<file path="config.mk">
export PLATFORM = sky130hd
export DESIGN_NAME = fifo_sync_ctl
export DESIGN_NICKNAME = d
export VERILOG_FILES = /design/src/rtl/fifo_sync_ctl.sv
export SDC_FILE = /design/constraint.sdc
export NUM_CORES = 1
export LEC_CHECK = 0
export ABC_AREA = 1
export CORE_ASPECT_RATIO = 1.75
export CORE_MARGIN = 3
export CORE_UTILIZATION = 44
export CTS_CLUSTER_DIAMETER = 80
export DETAILED_ROUTE_END_ITERATION = 10
export PLACE_DENSITY = 0.79
export SLEW_MARGIN = 0
export SYNTH_ARGS = -nofsm -noshare
export SYNTH_HDL_FRONTEND = slang
export SYNTH_SLANG_ARGS = --single-unit
</file>
<file path="constraint.sdc">
create_clock -name clk -period 2.8 [get_ports clk]
set_input_delay 0.28 -clock clk [delete_from_list [all_inputs] [get_ports clk]]
set_output_delay 0.28 -clock clk [all_outputs]
set_load 0.05 [all_outputs]
</file>
<file path="src/rtl/fifo_sync_ctl.sv">
// Single-clock elastic buffer for any DEPTH >= 2, with occupancy count, programmable level flags and sticky errors.
// Latency: a push into an empty FIFO shows on data_out after one edge (show-ahead); flags decode registered count.
// Backpressure: push is refused while full unless a pop is accepted the same cycle; pop is refused while empty.
module fifo_sync_ctl #(
    parameter int WIDTH    = 8,
    parameter int DEPTH    = 8,
    parameter int AF_LEVEL = DEPTH - 1,
    parameter int AE_LEVEL = 1,
    parameter int PTRWID   = $clog2(DEPTH),
    parameter int CNTWID   = $clog2(DEPTH + 1)
) (
    input  logic              clk,
    input  logic              rst,
    input  logic              flush,
    input  logic              push,
    input  logic              pop,
    input  logic [WIDTH-1:0]  data_in,
    output logic [WIDTH-1:0]  data_out,
    output logic              full,
    output logic              empty,
    output logic              almost_full,
    output logic              almost_empty,
    output logic [CNTWID-1:0] count,
    output logic [CNTWID-1:0] high_water,
    output logic              overflow,
    output logic              underflow,
    input  logic              clr_err
);

    generate
        if (DEPTH < 2 || AF_LEVEL < 1 || AF_LEVEL > DEPTH ||
            AE_LEVEL < 0 || AE_LEVEL > DEPTH - 1) begin : g_bad_params
            $error("fifo_sync_ctl: illegal DEPTH/AF_LEVEL/AE_LEVEL combination");
        end
    endgenerate

    localparam logic [CNTWID-1:0] DEPTH_C  = CNTWID'(DEPTH);
    localparam logic [CNTWID-1:0] AF_C     = CNTWID'(AF_LEVEL);
    localparam logic [CNTWID-1:0] AE_C     = CNTWID'(AE_LEVEL);
    localparam logic [PTRWID-1:0] PTR_LAST = PTRWID'(DEPTH - 1);

    logic [WIDTH-1:0]  mem [DEPTH];
    logic [PTRWID-1:0] wr_ptr;
    logic [PTRWID-1:0] rd_ptr;
    logic [CNTWID-1:0] count_q;
    logic [CNTWID-1:0] count_nxt;
    logic [CNTWID-1:0] hw_q;
    logic              ovf_q;
    logic              unf_q;

    logic pop_ok;
    logic push_ok;
    logic push_acc;
    logic pop_acc;
    logic ovf_set;
    logic unf_set;

    // Explicit wrap so non-power-of-two depths never touch entries >= DEPTH.
    function automatic logic [PTRWID-1:0] ptr_inc(input logic [PTRWID-1:0] p);
        return (p == PTR_LAST) ? '0 : p + PTRWID'(1);
    endfunction

    assign full         = (count_q == DEPTH_C);
    assign empty        = (count_q == '0);
    assign almost_full  = (count_q >= AF_C);
    assign almost_empty = (count_q <= AE_C);
    assign count        = count_q;
    assign high_water   = hw_q;
    assign overflow     = ovf_q;
    assign underflow    = unf_q;
    assign data_out     = mem[rd_ptr];

    assign pop_ok  = pop & ~empty;
    assign push_ok = push & (~full | pop_ok);

    // Flush swallows this cycle's requests entirely, including their error side effects.
    assign push_acc = push_ok & ~flush;
    assign pop_acc  = pop_ok & ~flush;
    assign ovf_set  = push & full & ~pop_ok & ~flush;
    assign unf_set  = pop & empty & ~flush;

    always_comb begin
        count_nxt = count_q;
        if (flush) begin
            count_nxt = '0;
        end else begin
            case ({push_acc, pop_acc})
                2'b10:   count_nxt = count_q + CNTWID'(1);
                2'b01:   count_nxt = count_q - CNTWID'(1);
                default: count_nxt = count_q;
            endcase
        end
    end

    always_ff @(posedge clk or negedge rst) begin
        if (!rst) begin
            wr_ptr  <= '0;
            rd_ptr  <= '0;
            count_q <= '0;
        end else begin
            count_q <= count_nxt;
            if (flush) begin
                wr_ptr <= '0;
                rd_ptr <= '0;
            end else begin
                if (push_acc) wr_ptr <= ptr_inc(wr_ptr);
                if (pop_acc)  rd_ptr <= ptr_inc(rd_ptr);
            end
        end
    end

    // A set condition coinciding with clr_err leaves the flag set.
    always_ff @(posedge clk or negedge rst) begin
        if (!rst) begin
            ovf_q <= 1'b0;
            unf_q <= 1'b0;
            hw_q  <= '0;
        end else begin
            ovf_q <= ovf_set | (ovf_q & ~clr_err);
            unf_q <= unf_set | (unf_q & ~clr_err);
            if (clr_err) begin
                hw_q <= count_q;
            end else if (count_nxt > hw_q) begin
                hw_q <= count_nxt;
            end
        end
    end

    always_ff @(posedge clk) begin
        if (push_acc) begin
            mem[wr_ptr] <= data_in;
        end
    end

endmodule
</file>
## Yosys cells after proc, flatten, opt, wreduce, memory -nomap -nowiden

Memories as Yosys holds them, arrays and structs flattened.
Index checks and enable logic that the tools add are counted.

- Register bits: 16
- Bits in latches: 0
- Bits in writable memories: 64
- Bits in read-only memories: 0
- Input port bits: 14
- Output and inout port bits: 22
- Word-level logic and storage cells: 54
- Memories: 1

Memory list:

| memory | words | bits a word | rd ports | clocked after Yosys merged registers in | write ports | line | source |
|---|---|---|---|---|---|---|---|
| mem | 8 | 8 | 1 | 0 | 1 | 42 | `logic [WIDTH-1:0] mem [DEPTH];` |

- Add/subtract/negate cells: 4
- $mul: 0
- Div/mod/pow operators: 0
- Order comparisons: 3
- Eq/ne operators: 5
- Shift-type cells: 0
- Muxes and demuxes: 12
- Bitwise logic cells: 19
- Reductions and logical operators: 4

Operators by type and width:

| cell | number |
|---|---|
| 3-bit 2-to-1 mux | 6 |
| 4-bit 2-to-1 mux | 3 |
| 1-bit AND | 11 |
| 4-bit one-hot mux with 2 select lines | 1 |
| 3-bit by 1-bit adder with 3-bit output (second input constant) | 2 |
| 3-bit == test (second input constant) | 2 |
| 2-bit nonzero test | 3 |
| 1-bit inverter | 5 |
| 4-bit by 1-bit adder with 4-bit output (second input constant) | 1 |
| 4-bit == test (second input constant) | 1 |
| 4-bit by 3-bit >= comparator with 1-bit output (second input constant) | 1 |
| 4-bit > comparator | 1 |
| 4-bit by 1-bit less-or-equal comparator with 1-bit output (second input constant) | 1 |
| 4-bit logical NOT | 1 |
| 4-bit by 1-bit subtractor with 4-bit output (second input constant) | 1 |
| 1-bit OR | 3 |
| 2-bit by 1-bit == test with 1-bit output (second input constant) | 1 |
| 2-bit == test (second input constant) | 1 |
| 1-bit 2-to-1 mux | 2 |

## Depth between registers and ports, before layout

Gate-level depths: netlist of the first run.

- Depth in word-level cells: 12
- Gate-level depth with buffers: 22
- Depth with buffers taken out: 22

## Worst setup path after synthesis of the first run

Ideal clock, no wire load.

- Path type: register -> register
- Start point: reg count_q[0], in the netlist count[0]
- End point: reg hw_q[1], in the netlist high_water[1]
- Library setup time: 118 ps
- Arrival: 3,184 ps
- Required time: 2,682 ps
- Path slack: -502 ps
- Cell stages (with the launch flop): 21
- Path buffers: 0
- Period minus slack after synthesis: 3,302 ps
- Path through: dfrtp_1 > inv_1 > ha_1 > inv_1 > nor3_4 > a21oi_4 > inv_1 > ha_1 > inv_1 > o211ai_1 > nand2_1 > inv_1 > ha_1 > nand2_1 > nand2_1 > nand2_1 > nand2_1 > a21oi_1 > inv_1 > nand2_1 > nand2_1

- Elaborated cells between the ends (all ways): 19
- Classes of those cells: 2 x add/sub; 1 x order compare; 3 x eq/ne; 4 x mux; 7 x bitwise; 2 x reduce/logical

RTL lines:

| element | line | source |
|---|---|---|
| from (decl) | 45 | `logic [CNTWID-1:0] count_q;` |
| from (signal assigned) | 101 | `count_q <= count_nxt;` |
| 4-bit == test * | 63 | `assign full = (count_q == DEPTH_C);` |
| via full | 19 | `output logic full,` |
| 1-bit inverter * | 74 | `assign push_ok = push & (~full \| pop_ok);` |
| 1-bit OR * | 74 |  |
| 1-bit AND * | 74 |  |
| 1-bit AND * | 77 | `assign push_acc = push_ok & ~flush;` |
| 2-bit by 1-bit == test with 1-bit output / 2-bit == test (equally long branches) | 87 | `case ({push_acc, pop_acc})` |
| 4-bit one-hot mux with 2 select lines * | 87 |  |
| 4-bit 2-to-1 mux * | 84 | `if (flush) begin` |
| via count_nxt[1] | 46 | `logic [CNTWID-1:0] count_nxt;` |
| 4-bit > comparator / 4-bit 2-to-1 mux (equally long branches) | 123 | `end else if (count_nxt > hw_q) begin` |
| 2-bit nonzero test (no source line) / 4-bit 2-to-1 mux (equally long branches) | -- |  |
| to (signal assigned) | 122 | `hw_q <= count_q;` |
| to (signal assigned) | 124 | `hw_q <= count_nxt;` |
| to (decl) | 47 | `logic [CNTWID-1:0] hw_q;` |

The timed path passes the listed nets; every way through them passes the cells marked *. The select of a mux whose other input is x is not followed.
A chain may end at the register's enable or synchronous reset.

## Final worst setup path of the first run

- Start point: reg count_q[0], in the netlist count[0]
- End point: reg hw_q[3], in the netlist high_water[3]

- Cells in the longest elaborated chain, start to end: 11
- Elaborated cells between the ends (all ways): 19
- Classes of those cells: 2 x add/sub; 1 x order compare; 3 x eq/ne; 4 x mux; 7 x bitwise; 2 x reduce/logical

Ends and longest elaborated chain:

| element | line | source |
|---|---|---|
| 4-bit logical NOT | 64 | `assign empty = (count_q == '0);` |
| 1-bit inverter | 73 | `assign pop_ok = pop & ~empty;` |
| 1-bit AND | 73 |  |
| 1-bit OR | 74 |  |
| 1-bit AND | 74 |  |
| 1-bit AND | 77 |  |
| 2-bit by 1-bit == test with 1-bit output / 2-bit == test (equally long branches) | 87 |  |
| 4-bit one-hot mux with 2 select lines * | 87 |  |
| 4-bit 2-to-1 mux * | 84 |  |
| via count_nxt[3] | 46 |  |
| 4-bit > comparator / 4-bit 2-to-1 mux (equally long branches) | 123 |  |
| 2-bit nonzero test (no source line) / 4-bit 2-to-1 mux (equally long branches) | -- |  |

Marks and branches as above.

==> metrics.md, run 1 <==
| Metric | Value |
|---|---|
| Gpl congestion | roughly 0.91 |
| Sum Neg Setup Slack | 0 ns |
| WP data arrival | 2.89 ns |
| Pwr dens | 772 nW/um2 |
| Top_reg_cell synth | edfxtp_1 |
| Drt first pass iters | 4 |
| Final setup fails | 0 |
| DR WL/cell | 15.0 um |
| Hold Crit Class | in -> async |
| Xor and xnor area share after synthesis | 0 |
| # port buffers | 35 |
| Post-synthesis mux area share | 0.0220 |
| Max-Cap Viols | 0 |
| Worst Setup End Kind | flop |
| Critical path's top delay family | simple AND/OR/NAND/NOR gates |
| Largest net degree at the start of global routing | 27 |
| Slew of the pin with the lowest slew margin | around 0.76 ns |
| Multi-input logic area | 1180 um2 |
| TritonCTS clock tree | built |
| Sequential area share after synthesis | 0.638 |
| DR vias/cell | 5.35 |
| Starting density of the core | 0.454 |
| Fmax | 381 MHz |
| Die area | 9450 um2 |
| FP Rows | 43 |
| Worst EP required | 3.07 ns |
| Mean Syn Cell Area | 10.6 um2 |
| Maximum VDD drop | 645 uV |
| Area delta synth->final | 24.5% |
| Total grt overflow | 0 |
| Most frequent cells in the layout | 78 x nand2_1, 64 x edfxtp_1, 45 x nor2_1, 36 x o21ai_0 |
| Post-synthesis adder-cell area fraction | 0.0447 |
| TritonCTS buffer count | 9 |
| FF+latch count, synth | 80 |
| Compound-Gate Fraction of Synth Area | 0.0832 |
| Fillers | 625 |
| Antenna Nets Post-Route | 0 |
| Slowest Stage Delay on Critical Path | 0.40 ns |
| Final wirelength | 7430 um |
| Vias in the first global route | roughly 2.6k |
| Crit start category | flop |
| Final worst path period share | 0.938 |
| Global-route wire length before repair | 12000 um |
| CP dominant cell by count | nand2_1 |
| Warnings, synthesis | 0 |
| FFs w/ async S/R, synth | 0.200 |
| Largest family of logic cells by synthesized area | simple AND/OR/NAND/NOR gates |
| I/O Pins | 36 |
| Crit-path slowest cell | dfrtp_2 |
| Root buf cell | clkbuf_16 |
| Clock Pin Slew Worst Setup and Hold Paths | 0.06 ns |
| Synth Area in Simple Gates | 0.164 |
| Clk buf depth | 2 |
| Core area | 8020 um2 |
| Status | finished, final reports clean |
| Clk Latency, worst-skew pair | 0.33 ns |
| Cell count after synthesis | 345 |
| Antenna violations before repair | 0 |
| Gr usage total | 0.172 |
| Die Y | 126 um |
| Chip width | 74.8 um |
| H-tree Lvls | 3 |
| Post-synth cell types | 26 |
| Worst path buffer plus inverter count | 5 |
| Post-synth EDFFs | 64 |
| CP max FO | 5 |
| Commonest non-fill, non-tap cell in the layout | nand2_1 |
| Hold_ws | 0.399 ns |
| Nets | approximately 430 |
| Critical path cell sequence | inv_2, ha_4, inv_2, nor3_4, a21oi_4, inv_2, ha_4, a21oi_1, nand2_1, inv_1, ha_1, nand2_1, inv_1, nand3_1, nand2_1, nor2_2, nand3_1, nand2_1 |
| Final min period | roughly 2.6 ns |
| Sink Count | 80 |
| Tot Pwr | between 3 and 4 mW |
| Final worst slack | 0.174 ns |
| Final hold violation count | 0 |
| Diode count | 0 |
| Post-detail-place hpwl | 5260 um |
| Initial DRC count | about 160 |
| Crit Path Category | reg -> reg |
| Layout cells sized above 1 | 0.163 |
| Max-slew violation count | 0 |
| Synth Cell Area | roughly 3600 um2 |
| DRC viols | 0 |
| Max_slew headroom | 0.492 |
| Worst Skew | 0.00490 ns |
| Vias | 2649 |
| Net count after synthesis | 372 |
| Storage element area | 2330 um2 |
| Dpl ws | between 0.06 and 0.07 ns |
| Lkg Pwr | 1.82 nW |
final timing paths:
check	start	end	slack (ns)	cells past startpoint
hold / removal	rst	overflow$_DFF_PN0_	0.40	1
max in group asynchronous	rst	count[1]$_DFF_PN0_	1.88	1
setup / recovery	count[0]$_DFF_PN0_	high_water[3]$_DFFE_PN0P_	0.17	18
hold reg to reg	overflow$_DFF_PN0_	overflow$_DFF_PN0_	0.50	2
setup reg to reg	count[0]$_DFF_PN0_	high_water[3]$_DFFE_PN0P_	0.17	18
min in group clk	overflow$_DFF_PN0_	overflow$_DFF_PN0_	0.50	2
synth_stat cells (2+ instances only):
| library cell | n | area, um2 |
|---|---|---|
| nand2_1 | 78 | 293 |
| buf_2 | 5 | 25.0 |
| nand3_1 | 18 | 90.1 |
| nor2_2 | 2 | 12.5 |
| o22ai_1 | 8 | 50.1 |
| ha_1 | 13 | 163 |
| inv_2 | 4 | 15.0 |
| a21oi_1 | 5 | 25.0 |
| nor2_1 | 46 | 173 |
| edfxtp_1 | 64 | 1920 |
| mux2i_1 | 8 | 80.1 |
| inv_1 | 27 | 101 |
| o21ai_1 | 3 | 15.0 |
| dfrtp_1 | 16 | 400 |
| clkbuf_1 | 2 | 7.51 |
| o21ai_0 | 36 | 180 |
repair_timing:
item	CTS	global route
setup buffers	0	1
hold buffers	0	0
setup endpoints to repair	0	4
gates resized for setup	0	4
final cells by class:
type	count	share of cell area
well taps	90	0.0248
inverters	32	0.0271
flip-flops and latches	80	0.514
clock inverters	6	0.0202
clock buffers	10	0.0505
multi-input cells	223	0.260
repair buffers	54	0.104
layer usage:
metal  part of all wire  vias to the layer above  global-route usage
met5                  0                        -                   0
met4              0.033                        0              0.0901
met3              0.053                       21              0.0412
met2               0.53                       84               0.295
met1               0.38                     1253               0.191
li1                   -                     1291                   -
metrics by stage:
step	instances	utilization	cell area, um2
6_report	495	0.565	4530
5_1_grt	495	0.565	4530
4_1_cts	494	0.563	4520
3_5_place_dp	478	0.523	4200
3_3_place_gp	478	0.523	4200
2_1_floorplan	345	-	3670
kinds of logic after synthesis:
kind of cell	after synthesis
buffers and inverters	42
adders and majority gates	13
AOI/OAI and AO/OA	55
and+or+nand+nor	147
muxes	8
DFF	80
sequential cells by signal, indices dropped and copies added, names as in the netlist:
signal,cells
count,4
rd_ptr,3
wr_ptr,3
mem,64
high_water,4
overflow,1
underflow,1
report_power, final:
part           leakage [nW]  total [mW]  switching [mW]  internal (mW)
combinational         0.879       0.881           0.586          0.295
clock                 0.157        1.22           0.438          0.784
sequential            0.788        1.40          0.0598           1.34
total                  1.82        3.50            1.08           2.42
No activity file was read; power rests on OpenSTA's default activity.
==> run 2: changes to the inputs <==
PLACE_DENSITY = 0.76   (was 0.79)
clock period = 2.75 ns   (was 2.8 ns; I/O delays follow)
==> run 2 against run 1 <==
Compared with the run above: register-to-register slack got worse by 0.05 ns; cell count rose by 0.20%; setup slack worse by 0.046 ns; routed wire length rose by 8.0%; hold slack lost 0.0021 ns; clock-buffer cell count up 3; sequential share of layout area fell by 0.35 points; clock power down 7%; highest routed layer unchanged; flip-flop and latch count is the same; critical path depth increased by 2; utilization rose by 0.39 points.
==> metrics.md, run 2 (synthesized netlist as in run 1, its figures left out) <==
| Metric | Value |
|---|---|
| Status | finished, final reports clean (unchanged) |
| DR WL/cell | 16.2 um (was 15.0 um) |
| DRC viols | 0 (unchanged) |
| Nets | 428 (was 427) |
| Gr usage total | 0.182 (was 0.172) |
| Largest register by flop count | mem (unchanged) |
| Slowest Stage Delay on Critical Path | 0.42 ns (was 0.40 ns) |
| Core area | 8020 um2 (unchanged) |
| CP max FO | 5 (unchanged) |
| Total grt overflow | 0 (unchanged) |
| TritonCTS clock tree | built (unchanged) |
| TritonCTS buffer count | 9 (unchanged) |
| Fillers | 628 (was 625) |
| Antenna Nets Post-Route | 0 (unchanged) |
| Area delta synth->final | 25.3% (was 24.5%) |
| Pwr dens | 775 nW/um2 (was 772 nW/um2) |
| Crit Path Category | reg -> reg (unchanged) |
| Chip width | 74.8 um (unchanged) |
| CP dominant cell by count | nand2_1 (unchanged) |
| Max-Cap Viols | 0 (unchanged) |
| Largest register FFs | 64 (unchanged) |
| I/O Pins | 36 (unchanged) |
| Comb power frac | 0.280 (was 0.252) |
| Reg-to-reg slack, setup | 0.13 ns (was 0.17 ns) |
| Antenna violations before repair | 0 (unchanged) |
| FP Rows | 43 (unchanged) |
| Switch Pwr | 1.15 mW (was 1.08 mW) |
| Vias in the first global route | 2615 (was 2566) |
| Flop pwr share | 0.398 (was 0.399) |
| Storage element area | 2330 um2 (unchanged) |
| Vias | 2684 (was 2649) |
| Maximum VDD drop | 549 uV (was 645 uV) |
| # port buffers | 35 (unchanged) |
| Crit Reg-Reg Startpoint | count[0]$_DFF_PN0_ (unchanged) |
| Hold_buf cts | 0 (unchanged) |
| Most frequent cells in the layout | 76 x nand2_1, 64 x edfxtp_1, 45 x nor2_1, 35 x o21ai_0, 28 x buf_4 (was 78 x nand2_1, 64 x edfxtp_1, 45 x nor2_1, 36 x o21ai_0) |
| Max_slew headroom | 0.485 (was 0.492) |
| Initial DRC count | 283 (was 164) |
| Critical path's top delay family | simple AND/OR/NAND/NOR gates (unchanged) |
| Largest net degree at the start of global routing | 33 (was 27) |
| Final min period | 2.62 ns (was 2.63 ns) |
| Worst Skew | 0.00616 ns (was 0.00490 ns) |
| Lkg Pwr | 1.82 nW (about the same) |
| WP data arrival | 2.89 ns (about the same) |
| Internal power | 2.39 mW (was 2.42 mW) |
| Final hold violation count | 0 (unchanged) |
| Crit path capture | high_water[3]$_DFFE_PN0P_ (unchanged) |
| Layout cells sized above 1 | 0.182 (was 0.163) |
| Post-detail-place hpwl | 5520 um (was 5260 um) |
| Clk Latency, worst-skew pair | 0.33 ns (about the same) |
| Clk buf depth | 2 (unchanged) |
| Slew of the pin with the lowest slew margin | 0.771 ns (was 0.760 ns) |
| Reg2reg path depth | 20 (was 18) |
| DR vias/cell | 5.41 (was 5.35) |
| Clock power frac | 0.322 (was 0.349) |
| Clock Pin Slew Worst Setup and Hold Paths | 0.06 ns (about the same) |
| Die area | 9450 um2 (unchanged) |
| Final wirelength | 8020 um (was 7430 um) |
| Diode count | 0 (unchanged) |
| Hold Crit Class | in -> async (unchanged) |
| H-tree Lvls | 3 (unchanged) |
| Drt first pass iters | 5 (was 4) |
| Gpl congestion | 0.838 (was 0.908) |
| Global-route wire length before repair | 12700 um (was 12000 um) |
| Worst path buffer plus inverter count | 6 (was 5) |
| Worst EP required | 3.02 ns (was 3.07 ns) |
| Die Y | 126 um (unchanged) |
| Final setup fails | 0 (unchanged) |
| Multi-input logic area | 1220 um2 (was 1180 um2) |
| Root buf cell | clkbuf_16 (unchanged) |
| CP startpoint | count[0]$_DFF_PN0_ (unchanged) |
| Sum Neg Setup Slack | 0 ns (unchanged) |
| Commonest non-fill, non-tap cell in the layout | nand2_1 (unchanged) |
| Tot Pwr | 3.54 mW (was 3.50 mW) |
| Max-slew violation count | 0 (unchanged) |
| Fmax | 381 MHz (about the same) |
| Crit start category | flop (unchanged) |
| Crit-path slowest cell | dfrtp_2 (unchanged) |
| FF-to-FF End | high_water[3]$_DFFE_PN0P_ (unchanged) |
| Starting density of the core | 0.454 (unchanged) |
| Final worst path period share | 0.954 (was 0.938) |
| Worst Setup End Kind | flop (unchanged) |
| Critical path cell sequence | inv_4, ha_4, inv_2, nor3_4, a21oi_4, inv_2, ha_4, inv_4, nand3_1, nand2_1, inv_1, ha_4, nand2_1, inv_1, nand2_1, nand2_2, nand2_2, nor2_4, nand3_1, nand2_1 (was inv_2, ha_4, inv_2, nor3_4, a21oi_4, inv_2, ha_4, a21oi_1, nand2_1, inv_1, ha_1, nand2_1, inv_1, nand3_1, nand2_1, nor2_2, nand3_1, nand2_1) |
| Net Sw Frac | 0.326 (was 0.310) |
| Stages on worst setup path | 20 (was 18) |
| Sink Count | 80 (unchanged) |
==> run 2: how the worst min path moves through the flow <==
stage	start	endpoint	depth (start not counted)
2_1_floorplan	rst	count[0]$_DFF_PN0_	0
3_3_place_gp	overflow$_DFF_PN0_	overflow$_DFF_PN0_	2
3_5_place_dp	overflow$_DFF_PN0_	overflow$_DFF_PN0_	2
4_1_cts	rst	overflow$_DFF_PN0_	1
5_1_grt	rst	overflow$_DFF_PN0_	1
6_report	rst	high_water[1]$_DFFE_PN0P_	1
==> run 2: layer usage <==
layer / GRT usage / vias up / wire length, um
met5: 0 / - / 0
met4: 0.0660 / 0 / 139
met3: 0.0476 / 11 / 338
met2: 0.311 / 74 / 4400
met1: 0.215 / 1301 / 3140
li1: - / 1298 / -
==> run 2: area by class of cell <==
type / instances / area share
Tap cell: 90 / 0.0247
Sequential cell: 80 / 0.510
Clock inverter: 3 / 0.00521
Timing Repair Buffer: 55 / 0.105
Inverter: 32 / 0.0280
Multi-Input combinational cell: 223 / 0.268
Clock buffer: 13 / 0.0592
==> run 2: power groups by stage <==
| stage | Sequential [mW] | Clock (mW) | Combinational (mW) |
|---|---|---|---|
| after floorplan | 1.52 | 0 | 0.541 |
| after global placement | 1.43 | 0 | 0.901 |
| after detailed placement | 1.43 | 0 | 0.920 |
| after CTS | 1.40 | 1.16 | 0.926 |
| after global routing | 1.41 | 1.22 | 1.07 |
| final | 1.41 | 1.14 | 0.989 |
==> run 2: through the flow <==
stage	setup WS, ns	area [um2]	util	hold WS (ns)	cells
finish	0.128	4560	0.569	0.397	496
global route	-0.0657	4560	0.569	0.446	496
CTS	0.0487	4490	0.560	0.414	494
detailed placement	-0.0249	4200	0.523	0.488	478
global placement	0.0665	4200	0.523	0.486	478
floorplan	-0.285	3670	-	-0.0206	345
==> run 2: timing repair <==
| item | in CTS | in global routing |
|---|---|---|
| buffers inserted | 0 | 2 |
| setup endpoints to repair | 0 | 4 |
| resized for setup | 0 | 15 |
==> run 3: changes to the inputs <==
CORE_MARGIN = default   (was 3)
==> run 3 against run 2 <==
Compared with the run above: the run now ends with DRC left; utilization grew 0.086 points; critical path type unchanged; critical endpoint unchanged; critical path depth did not move; maximum frequency is 0.37% lower; total power decreased by 3.0%; hold slack better by 0.0079 ns; largest cell class unchanged; clock power down 8%.
==> metrics.md, run 3 (synthesized netlist as in run 1, its figures left out) <==
| Metric | Value |
|---|---|
| Status | finished, violations left (was finished, final reports clean) |
| Failing checks | DRC |
| Die area | 8660 um2 (was 9450 um2) |
| Flop pwr share | 0.411 (was 0.398) |
| Initial DRC count | 142 (was 283) |
| Sink Count | 80 (unchanged) |
| Nets | 431 (was 428) |
| Gr usage total | 0.194 (was 0.182) |
| Pwr dens | 756 nW/um2 (was 775 nW/um2) |
| Maximum VDD drop | 606 uV (was 549 uV) |
| Reg-to-reg slack, setup | 0.12 ns (was 0.13 ns) |
| Crit start category | flop (unchanged) |
| Final min period | 2.63 ns (was 2.62 ns) |
| Slew of the pin with the lowest slew margin | 0.779 ns (was 0.771 ns) |
| Layout cells sized above 1 | 0.181 (was 0.182) |
| Commonest non-fill, non-tap cell in the layout | nand2_1 (unchanged) |
| Gpl congestion | 0.910 (was 0.838) |
| Comb power frac | 0.284 (was 0.280) |
| Fmax | 380 MHz (was 381 MHz) |
| Crit Path Category | reg -> reg (unchanged) |
| Total grt overflow | 0 (unchanged) |
| Final wirelength | 7810 um (was 8020 um) |
| Clock power frac | 0.305 (was 0.322) |
| Clock Pin Slew Worst Setup and Hold Paths | 0.06 ns (about the same) |
| Multi-input logic area | 1210 um2 (was 1220 um2) |
| FF-to-FF End | high_water[3]$_DFFE_PN0P_ (unchanged) |
| Core area | 7960 um2 (was 8020 um2) |
| DR WL/cell | 15.7 um (was 16.2 um) |
| Chip width | 70.8 um (was 74.8 um) |
| Hold_buf cts | 0 (unchanged) |
| H-tree Lvls | 3 (unchanged) |
| TritonCTS buffer count | 9 (unchanged) |
| Clk Latency, worst-skew pair | 0.33 ns (about the same) |
| Storage element area | 2330 um2 (unchanged) |
| Net Sw Frac | 0.332 (was 0.326) |
| Tot Pwr | 3.43 mW (was 3.54 mW) |
| Internal power | 2.29 mW (was 2.39 mW) |
| TritonCTS clock tree | built (unchanged) |
| # port buffers | 35 (unchanged) |
| I/O Pins | 36 (unchanged) |
| Fillers | 643 (was 628) |
| Reg2reg path depth | 20 (unchanged) |
| Crit Reg-Reg Startpoint | count[1]$_DFF_PN0_ (was count[0]$_DFF_PN0_) |
| CP startpoint | count[1]$_DFF_PN0_ (was count[0]$_DFF_PN0_) |
| Drt first pass iters | 7 (was 5) |
| Most frequent cells in the layout | 76 x nand2_1, 64 x edfxtp_1, 45 x nor2_1, 36 x o21ai_0, 31 x buf_4 (was 76 x nand2_1, 64 x edfxtp_1, 45 x nor2_1, 35 x o21ai_0, 28 x buf_4) |
| Global-route wire length before repair | 12300 um (was 12700 um) |
| Vias | 2618 (was 2684) |
| Switch Pwr | 1.14 mW (was 1.15 mW) |
| Worst Setup End Kind | flop (unchanged) |
| Largest register FFs | 64 (unchanged) |
| Sum Neg Setup Slack | 0 ns (unchanged) |
| DR vias/cell | 5.25 (was 5.41) |
| Starting density of the core | 0.457 (was 0.454) |
| WP data arrival | 2.90 ns (was 2.89 ns) |
| Max-slew violation count | 0 (unchanged) |
| Clk buf depth | 2 (unchanged) |
| FP Rows | 43 (unchanged) |
| Die Y | 122 um (was 126 um) |
| Lkg Pwr | 1.82 nW (about the same) |
| Hold Crit Class | in -> async (unchanged) |
| Diode count | 0 (unchanged) |
| Final setup fails | 0 (unchanged) |
| Antenna Nets Post-Route | 0 (unchanged) |
| Largest register by flop count | mem (unchanged) |
| DRC viols | 2 (was 0) |
| Antenna violations before repair | 0 (unchanged) |
| Final worst path period share | 0.957 (was 0.954) |
| Post-detail-place hpwl | 5210 um (was 5520 um) |
| Worst EP required | 3.02 ns (about the same) |
| Vias in the first global route | 2551 (was 2615) |
| Root buf cell | clkbuf_16 (unchanged) |
| Max-Cap Viols | 0 (unchanged) |
| Largest net degree at the start of global routing | 33 (unchanged) |
| Worst Skew | 0.00634 ns (was 0.00616 ns) |
| Final hold violation count | 0 (unchanged) |
| CP max FO | 5 (unchanged) |
| Area delta synth->final | 24.7% (was 25.3%) |
| Max_slew headroom | 0.479 (was 0.485) |
==> run 3: power groups by stage <==
stage / sequential (mW) / clock, mW / combinational [mW]
4_1_cts: 1.41 / 1.06 / 0.913
5_1_grt: 1.42 / 1.10 / 1.06
2_1_floorplan: 1.52 / 0 / 0.541
3_5_place_dp: 1.43 / 0 / 0.909
6_report: 1.41 / 1.05 / 0.975
3_3_place_gp: 1.43 / 0 / 0.893
==> run 3: metrics by stage <==
| stage | hold slack [ns] | instances | utilization | cell area (um2) | setup slack [ns] |
|---|---|---|---|---|---|
| floorplan | -0.0206 | 345 | - | 3670 | -0.285 |
| global placement | 0.482 | 479 | 0.528 | 4200 | 0.0591 |
| detailed placement | 0.480 | 479 | 0.528 | 4200 | -0.0134 |
| CTS | 0.412 | 495 | 0.561 | 4470 | 0.0792 |
| global route | 0.456 | 499 | 0.570 | 4540 | -0.0576 |
| finish | 0.405 | 499 | 0.570 | 4540 | 0.118 |
==> run 3: layer usage <==
layer / share of wire / global-route usage / up-vias
met5: 0 / 0 / -
met4: 0.016 / 0.106 / 0
met3: 0.044 / 0.0402 / 8
met2: 0.56 / 0.354 / 82
met1: 0.38 / 0.207 / 1232
li1: - / - / 1296
==> run 3: layout make-up <==
type,instances,share of cell area
Timing Repair Buffer,58,0.111
Tap cell,90,0.0248
Clock buffer,10,0.0504
Multi-Input combinational cell,223,0.266
Clock inverter,6,0.00772
Inverter,32,0.0276
Sequential cell,80,0.513
==> run 3: worst max-delay path by stage <==
stage	slack (ns)	endpoint	cells after the start
2_1_floorplan	-0.29	high_water[1]$_DFFE_PN0P_	20
3_3_place_gp	0.06	high_water[3]$_DFFE_PN0P_	19
3_5_place_dp	-0.01	high_water[1]$_DFFE_PN0P_	17
4_1_cts	0.08	high_water[1]$_DFFE_PN0P_	17
5_1_grt	-0.06	high_water[3]$_DFFE_PN0P_	21
6_report	0.12	high_water[3]$_DFFE_PN0P_	20
==> run 3: critical path: stages (launching register included) <==
cell,delay (ns)
dfrtp_2,0.42
inv_4,0.08
ha_4,0.14
inv_2,0.06
nor3_4,0.23
a21oi_4,0.10
inv_2,0.08
ha_4,0.21
inv_2,0.08
nand3_1,0.11
nand2_1,0.07
inv_1,0.05
ha_1,0.28
nand2_1,0.06
inv_1,0.08
nand2_1,0.07
nand2_2,0.09
nand2_2,0.08
nor2_2,0.13
nand3_1,0.08
nand2_1,0.07
==> run 3: repair_timing <==
item,4_1_cts,5_1_grt
setup buffers,0,4
gates resized for setup,0,11
endpoints found under the setup margin,0,4
